## config.mk

```make
export PLATFORM = sky130hd
export DESIGN_NAME = instr_issue_seq
export DESIGN_NICKNAME = d
export VERILOG_FILES = /design/src/rtl/mips_pkg.sv /design/src/rtl/issue_fifo.sv /design/src/rtl/instr_issue_seq.sv
export SDC_FILE = /design/constraint.sdc
export NUM_CORES = 1
export LEC_CHECK = 0
export ABC_AREA = 1
export CORE_MARGIN = 2
export CORE_UTILIZATION = 35
export DETAILED_ROUTE_END_ITERATION = 12
export GPL_ROUTABILITY_DRIVEN = 0
export HOLD_SLACK_MARGIN = 0.02
export SYNTH_ARGS = -nofsm -noshare
export SYNTH_HDL_FRONTEND = slang
export SYNTH_SLANG_ARGS = --single-unit
```

## constraint.sdc

```tcl
create_clock -name clock -period 4.3 [get_ports clock]
set_input_delay 0.645 -clock clock [delete_from_list [all_inputs] [get_ports clock]]
set_output_delay 0.645 -clock clock [all_outputs]
set_load 0.05 [all_outputs]
```

## src/rtl/mips_pkg.sv

```systemverilog
// Shared definitions for the MIPS instruction-side sequencer: FSM states,
// R-type field positions and function codes.
package mips_pkg;

   typedef enum logic [2:0] {
      IDLE    = 3'd0,
      ISSUE   = 3'd1,
      EXEC    = 3'd2,
      CAPTURE = 3'd3,
      DONE    = 3'd4
   } state_t;

   localparam int OPC_MSB  = 31;
   localparam int OPC_LSB  = 26;
   localparam int RS_MSB   = 25;
   localparam int RS_LSB   = 21;
   localparam int RT_MSB   = 20;
   localparam int RT_LSB   = 16;
   localparam int FUNC_MSB = 5;
   localparam int FUNC_LSB = 0;

   localparam logic [5:0] FUNC_ADD = 6'b100000;

endpackage

```

## src/rtl/issue_fifo.sv

```systemverilog
// Synchronous DEPTH x WIDTH FIFO with count-based full/empty and a
// combinational head read (rd_data always shows the oldest entry).
module issue_fifo #(
   parameter int DEPTH = 8,
   parameter int WIDTH = 32
) (
   input  logic             clock,
   input  logic             reset,
   input  logic             push,
   input  logic             pop,
   input  logic [WIDTH-1:0] wr_data,
   output logic [WIDTH-1:0] rd_data,
   output logic             full,
   output logic             empty
);

   localparam int AW = $clog2(DEPTH);
   localparam int CW = AW + 1;

   logic [WIDTH-1:0] mem [DEPTH];
   logic [AW-1:0]    wr_ptr;
   logic [AW-1:0]    rd_ptr;
   logic [CW-1:0]    count;
   logic             do_push;
   logic             do_pop;

   // A push while full is dropped, even if a pop happens in the same cycle.
   assign do_push = push && !full;
   assign do_pop  = pop && !empty;
   assign full    = (count == CW'(DEPTH));
   assign empty   = (count == '0);
   assign rd_data = mem[rd_ptr];

   always_ff @(posedge clock) begin
      if (do_push) mem[wr_ptr] <= wr_data;
   end

   always_ff @(posedge clock) begin
      if (reset) begin
         wr_ptr <= '0;
         rd_ptr <= '0;
         count  <= '0;
      end else begin
         if (do_push) wr_ptr <= wr_ptr + AW'(1);
         if (do_pop)  rd_ptr <= rd_ptr + AW'(1);
         case ({do_push, do_pop})
            2'b10:   count <= count + CW'(1);
            2'b01:   count <= count - CW'(1);
            default: count <= count;
         endcase
      end
   end

endmodule

```

## src/rtl/instr_issue_seq.sv

```systemverilog
// Drains buffered R-type words onto the MIPS datapath, holds each for an execute
// window and captures top.exit. Optional res_sum port under RESULT_CHECKSUM_EN.
module instr_issue_seq
   import mips_pkg::*;
#(
   parameter int DEPTH       = 8,
   parameter int EXEC_CYCLES = 4
) (
   input  logic        clock,
   input  logic        reset,
   input  logic        instr_wr,
   input  logic [31:0] instr_data,
   output logic        instr_full,
   input  logic        start,
   output logic        busy,
   output logic [5:0]  opc,
   output logic [5:0]  func,
   output logic [4:0]  Number1,
   output logic [4:0]  Number2,
   input  logic [31:0] exit_in,
   output logic        res_valid,
   input  logic        res_ready,
   output logic [31:0] res_data,
   output logic [7:0]  res_index,
   output logic        done,
`ifdef RESULT_CHECKSUM_EN
   output logic [31:0] res_sum,
`endif
   output state_t      dbg_state
);

   localparam int CW = (EXEC_CYCLES > 1) ? $clog2(EXEC_CYCLES) : 1;

   state_t        state;
   state_t        state_nxt;
   logic [CW-1:0] cnt;
   logic          exec_last;
   logic          fifo_pop;
   logic          fifo_empty;
   logic [31:0]   head;
   logic          unused_head_bits;

   issue_fifo #(.DEPTH(DEPTH), .WIDTH(32)) u_fifo (
      .clock   (clock),
      .reset   (reset),
      .push    (instr_wr),
      .pop     (fifo_pop),
      .wr_data (instr_data),
      .rd_data (head),
      .full    (instr_full),
      .empty   (fifo_empty)
   );

   assign unused_head_bits = ^head[RT_LSB-1:FUNC_MSB+1];
   assign exec_last = (cnt == CW'(EXEC_CYCLES - 1));
   assign fifo_pop  = (state == ISSUE) && !fifo_empty;
   assign busy      = (state != IDLE);
   assign done      = (state == DONE);
   assign dbg_state = state;

   // Result handshake: res_valid rises with res_data/res_index and all three stay
   // stable until the cycle where res_valid && res_ready; that edge retires it.
   always_comb begin
      state_nxt = state;
      case (state)
         IDLE:    if (start) state_nxt = ISSUE;
         ISSUE:   state_nxt = fifo_empty ? DONE : EXEC;
         EXEC:    if (exec_last) state_nxt = CAPTURE;
         CAPTURE: if (res_ready) state_nxt = ISSUE;
         DONE:    state_nxt = IDLE;
         default: state_nxt = IDLE;
      endcase
   end

   always_ff @(posedge clock) begin
      if (reset) begin
         state     <= IDLE;
         cnt       <= '0;
         opc       <= '0;
         func      <= '0;
         Number1   <= '0;
         Number2   <= '0;
         res_valid <= 1'b0;
         res_data  <= '0;
         res_index <= '0;
      end else begin
         state <= state_nxt;
         case (state)
            ISSUE: begin
               if (!fifo_empty) begin
                  opc     <= head[OPC_MSB:OPC_LSB];
                  func    <= head[FUNC_MSB:FUNC_LSB];
                  Number1 <= head[RS_MSB:RS_LSB];
                  Number2 <= head[RT_MSB:RT_LSB];
                  cnt     <= '0;
               end
            end
            EXEC: begin
               cnt <= cnt + CW'(1);
               if (exec_last) begin
                  res_valid <= 1'b1;
                  res_data  <= exit_in;
               end
            end
            CAPTURE: begin
               if (res_ready) begin
                  res_valid <= 1'b0;
                  res_index <= res_index + 8'd1;
               end
            end
            default: ;
         endcase
      end
   end

`ifdef RESULT_CHECKSUM_EN
   always_ff @(posedge clock) begin
      if (reset || (state == IDLE && start)) res_sum <= '0;
      else if (res_valid && res_ready)       res_sum <= res_sum ^ res_data;
   end
`endif

endmodule

```

==> impl_metrics.py, run 1 <==
metrics = {
    "timing": {
        "clock_skew_ns": 0.0473,
        "worst_pin_slew_ns": 1.16,
        "maxSlewViolCount": 0,
        "finalHoldViolations": 0,
        "fin_crit_ns": 2.72,
        "max_freq_mhz": 368,
        "post-route-period-util_pct": 63.2,
        "slew_headroom_pct": 22.6,
        "final.setup.tns_ns": 0,
        "whs_ns": 0.468,
        "setup_viol": 0,
        "rsz0062_at_grt": "no",
    },
    "logic_synthesis": {
        "syn_inst": 937,
        "syn_area_mm2": 0.0102,
        "yosys.area.top_type": "edfxtp_1",
        "yosys-top-cells-count": "edfxtp_1 (176), nand2_1 (133), inv_1 (116)",
        "synth_top_area_share_pct": 51.9,
        "synth_fp_nets": 1013,
        "synth_cell_types": 31,
        "synth_edf_count": 176,
        "synth.most_common_cell": "edfxtp_1",
        "synth_area_leaders": "edfxtp_1 (52%), dfxtp_1 (15%), o211ai_1 (6.0%)",
        "ys.flop_type": "edfxtp_1",
        "avgSynthCellArea_um2": 10.9,
        "ys_seq_area_share_pct": 67.3,
        "yosys_warnings": 0,
        "ys_ff_latch": 254,
        "async_reset_ff_share_pct": 0,
    },
    "clocking": {
        "root_buffer": "clkbuf_16",
        "clk_pin_slew_ns": 0.05,
        "post_cts_buffers": 0,
        "cts_buffers": 28,
        "htree_levels": 1,
        "clk_latency_ns": 0.57,
        "clockBufferDepth": 3,
        "hold_buffers": 0,
        "cts_tree": "done",
        "cts.repair.resized": 0,
        "clock_sink_count": 254,
    },
    "grt": {
        "antenna_found_initial": 0,
        "grt_pass1_wl_um": 35000,
        "gr-total-overflow": 0,
        "grt_usage_pct": 14.5,
        "grt_max_degree": 95,
        "grt_pass1_vias": 6476,
    },
    "worst_setup_path": {
        "slowest_delay_ns": 0.80,
        "required_ns": 3.65,
        "crit_fanout": 5,
        "path_cells": "nor2_1 -> nand3_1 -> inv_1 -> clkdlybuf4s50_1",
        "worstSetupStartpointType": "register",
        "startpoint": "u_fifo.count[0]",
        "crit_path_end_kind": "primary output",
        "slowest_stage": "clkdlybuf4s50_1",
        "crit_arrival_ns": 2.07,
        "reg2reg_from": "u_fifo.count[1]",
        "critPathKind": "reg2out",
    },
    "detailed_routing": {
        "wl_um": 22500,
        "viasPerCell": 4.75,
        "drtPass1Iterations": 4,
        "ant_nets": 0,
        "wl_per_cell_um": 15.4,
        "drc": 0,
        "vias": 6953,
        "drtIter0Drc": 412,
    },
    "pwr": {
        "p_total_mw": 7.31,
        "ir_drop_mv": 0.338,
        "power-per-cell-area_mw_per_mm2": 576,
        "leakagePower_nw": 4.60,
    },
    "final_layout": {
        "areaGrowthSynthToFinish_pct": 24.8,
        "layout-drive-gt1-share_pct": 7.04,
        "antenna_cells": 0,
        "final_util_pct": 44.4,
        "stdcell_count": 1463,
        "fin_nets": 1133,
    },
    "outcome": {
        "status": "finished clean",
    },
    "min_path": {
        "hold_path_class": "reg2reg",
        "hold_start": "cnt[0]",
    },
    "die": {
        "rows": 62,
        "die_h_um": 174,
        "die_w_um": 174,
        "core-area_mm2": 0.0286,
        "ios": 138,
        "start_util_pct": 35.5,
        "dieArea_mm2": 0.0304,
    },
    "placed_design": {
        "dp.cells": 1411,
        "place_hpwl_um": 12900,
        "port_buffers": 127,
    },
    "flow_run": {
        "timing.max_cap.violations": 0,
    },
}
[metal layers]
metal	vias up	wire length, um	global-route usage, %
li1	3464	-	-
met1	3281	10200	18.8
met2	172	10700	25.0
met3	36	1180	2.67
met4	0	481	4.06
met5	-	0	0
[metrics by stage]
stage | setup WS, ns | instance area, um2
finish | 1.58 | 12700
global route | 1.45 | 12700
CTS | 1.53 | 12700
detailed placement | 1.48 | 11800
global placement | 1.49 | 11800
floorplan | 1.72 | 10200
[power breakdown]
part,total (mW),internal (mW),switching (mW)
clock,2.31,1.38,0.931
combinational,1.96,0.674,1.29
sequential,3.04,2.85,0.193
total,7.31,4.90,2.41
[layout by cell type (no fill, tap or decap), types with 11 or more instances in the layout]
cell               n
a21oi_1           45
buf_4             14
clkbuf_1          11
clkbuf_16         28
clkdlybuf4s50_1  127
dfxtp_1           76
edfxtp_1         176
inv_1            114
nand2_1          133
nand3_1           55
nor2_1            82
o211ai_1          81
o21ai_0           81
[worst max-delay path, delay by kind of cell, from the launching register on]
kind	cells	cell delay, ns
AND/OR/NAND/NOR	2	0.29
buffers and inverters	2	0.91
flip-flops	1	0.35
[final cells by class]
class / instances / area (um2)
fillers: 2634 / 15900
clock inverters: 10 / 120
clock buffers: 42 / 783
multi-input cells: 509 / 2590
well taps: 384 / 480
repair buffers: 143 / 1420
flip-flops and latches: 254 / 6850
inverters: 121 / 454
[path summary, 6_finish.rpt]
kind	to	slack, ns	cells past startpoint
min reg2reg	cnt[0]	0.47	1
max	instr_full	1.58	4
max reg2reg	u_fifo.mem[1][23]	2.05	7
min	cnt[0]	0.47	1
[flip-flops by register name, indices dropped and copies added, names as in the netlist, 3 cells and up]
name           flops
u_fifo.rd_ptr      3
opc                6
res_index          8
Number2            5
res_data          32
dbg_state          3
Number1            5
u_fifo.count       4
u_fifo.wr_ptr      3
func               6
u_fifo.mem       176
[cell families after synthesis]
family / synth area share (%)
simple gates: 12.0
xor+xnor: 0.172
fa+ha+maj: 0.861
compound gates: 12.2
flops: 67.3
buf+inv: 7.43
(Power assumes the default switching activity.)
==> run 2, diff against run 1 <==
- clock period: 4.3 -> 2.3 ns (I/O delays scaled with it)
==> impl_metrics.py, run 2 (synthesis gave the netlist of run 1 again) <==
metrics = {
    "outcome": {
        "status": "finished clean",
    },
    "worst_setup_path": {
        "critPathKind": "reg2out",
        "worstRegToRegCells": 13,
        "worstSetupStartpointType": "register",
        "crit_arrival_ns": 1.83,
        "critPathBufInv": 1,
        "r2r_slack_ns": 0.32,
        "critPathTopFamily": "buffers and inverters",
        "slowest_stage": "clkdlybuf4s50_1",
        "slowest_delay_ns": 0.86,
        "required_ns": 1.96,
        "crit_path_end_kind": "primary output",
        "crit_fanout": 4,
        "r2r-end": "u_fifo.count[2]",
        "path_cells": "clkdlybuf4s50_1",
        "reg2reg_from": "u_fifo.count[0]",
    },
    "final_layout": {
        "layout-drive-gt1-share_pct": 9.06,
        "antenna_cells": 0,
        "largest-register": "u_fifo.mem",
        "finish.instance_area_mm2": 0.0129,
        "top_regs": "u_fifo.mem x176, res_data x32, res_index x8",
        "fin_nets": 1147,
        "areaGrowthSynthToFinish_pct": 27.2,
        "layout_common_cells": "edfxtp_1 (176), nand2_1 (133), clkdlybuf4s50_1 (124)",
        "fillerInstances": 2589,
        "final_util_pct": 45.2,
        "final_common_cell": "edfxtp_1",
        "largest_reg_flops": 176,
    },
    "grt": {
        "antenna_found_initial": 1,
        "grt_max_degree": 53,
        "grt_pass1_wl_um": 35500,
        "grt_usage_pct": 14.6,
        "grt_pass1_vias": 6507,
        "gr-total-overflow": 0,
    },
    "clocking": {
        "hold_buffers": 0,
        "cts_tree": "done",
        "cts.repair.resized": 1,
        "root_buffer": "clkbuf_16",
        "clk_latency_ns": 0.56,
        "clk_pin_slew_ns": 0.06,
        "post_cts_buffers": 0,
        "clock_sink_count": 254,
        "cts_buffers": 28,
        "htree_levels": 1,
        "clockBufferDepth": 3,
    },
    "timing": {
        "maxSlewViolCount": 0,
        "finalHoldViolations": 0,
        "fin_crit_ns": 2.18,
        "max_freq_mhz": 459,
        "setup_viol": 0,
        "rsz0062_at_grt": "no",
        "clock_skew_ns": 0.0232,
        "final.setup.tns_ns": 0,
        "post-route-period-util_pct": 94.6,
        "setup_ws_ns": 0.123,
        "slew_headroom_pct": 61.9,
        "worst_pin_slew_ns": 0.570,
    },
    "min_path": {
        "min_to": "res_data[12]",
        "hold_path_class": "in2reg",
        "hold_depth": 3,
        "hold_start": "exit_in[12]",
    },
    "die": {
        "ios": 138,
        "dieArea_mm2": 0.0304,
        "core-area_mm2": 0.0286,
        "start_util_pct": 35.5,
        "die_w_um": 174,
        "die_h_um": 174,
        "rows": 62,
    },
    "pwr": {
        "ir_drop_mv": 0.672,
        "power-per-cell-area_mw_per_mm2": 1080,
        "leakagePower_nw": 4.73,
        "p_total_mw": 14.0,
    },
    "placed_design": {
        "pre_cts_slack_ns": 0.274,
        "place_hpwl_um": 13600,
        "place_area_mm2": 0.0120,
        "port_buffers": 127,
    },
    "detailed_routing": {
        "drc": 0,
        "vias": 6904,
        "drtIter0Drc": 333,
        "wl_um": 22600,
        "drtPass1Iterations": 5,
        "viasPerCell": 4.67,
        "ant_nets": 0,
        "wl_per_cell_um": 15.3,
    },
    "flow_run": {
        "timing.max_cap.violations": 0,
    },
}
==> run 2: cell types whose count changed in the layout (fill, tap and decap cells not counted), moves of 3 or more <==
cell	previous run	this run
buf_12	2	9
clkbuf_1	11	8
clkdlybuf4s50_1	127	124
clkinv_1	5	1
buf_4	14	23
clkbuf_8	3	6
==> run 2: where the power goes <==
| part | total, mW | internal (mW) | switching (mW) |
|---|---|---|---|
| Clock | 4.51 | 2.74 | 1.77 |
| Combinational | 3.84 | 1.35 | 2.49 |
| Sequential | 5.61 | 5.33 | 0.287 |
==> run 2: worst max-delay path by stage <==
stage / slack (ns) / endpoint / start / cells after the start
floorplan: 0.02 / done / dbg_state[2] / 2
detailed placement: 0.27 / u_fifo.count[2] / instr_wr / 11
CTS: 0.09 / dbg_state[2] / dbg_state[2] / 1
global route: 0.02 / u_fifo.count[2] / dbg_state[0] / 13
finish: 0.12 / dbg_state[2] / dbg_state[2] / 1
global placement: 0.26 / u_fifo.count[2] / instr_wr / 11
==> run 2: through the flow <==
step / instances / hold slack [ns]
after global placement: 1425 / 0.447
after detailed placement: 1425 / 0.456
after floorplan: 937 / 0.433
after CTS: 1477 / 0.399
after global routing: 1477 / 0.415
final: 1477 / 0.431
==> run 2: layer usage <==
metal	wire length (um)	vias up	global-route usage (%)
li1	-	3487	-
met1	10200	3192	19.4
met2	10400	183	24.4
met3	1340	40	2.69
met4	604	2	4.41
met5	13	-	0
==> run 2: worst min-delay path: cells and delay by family <==
| family | cells | cell delay (ns) |
|---|---|---|
| AO/OA/AOI/OAI | 1 | 0.15 |
| buffers and inverters | 1 | 0.39 |
| AND/OR/NAND/NOR | 1 | 0.04 |
==> run 2: area by class of cell <==
cell class / count / area, um2 / area share, %
Clock buffer: 43 / 838 / 6.48
Sequential cell: 254 / 6850 / 52.9
Clock inverter: 9 / 123 / 0.947
Tap cell: 384 / 480 / 3.71
Timing Repair Buffer: 157 / 1600 / 12.4
Multi-Input combinational cell: 509 / 2590 / 20.0
Inverter: 121 / 454 / 3.51
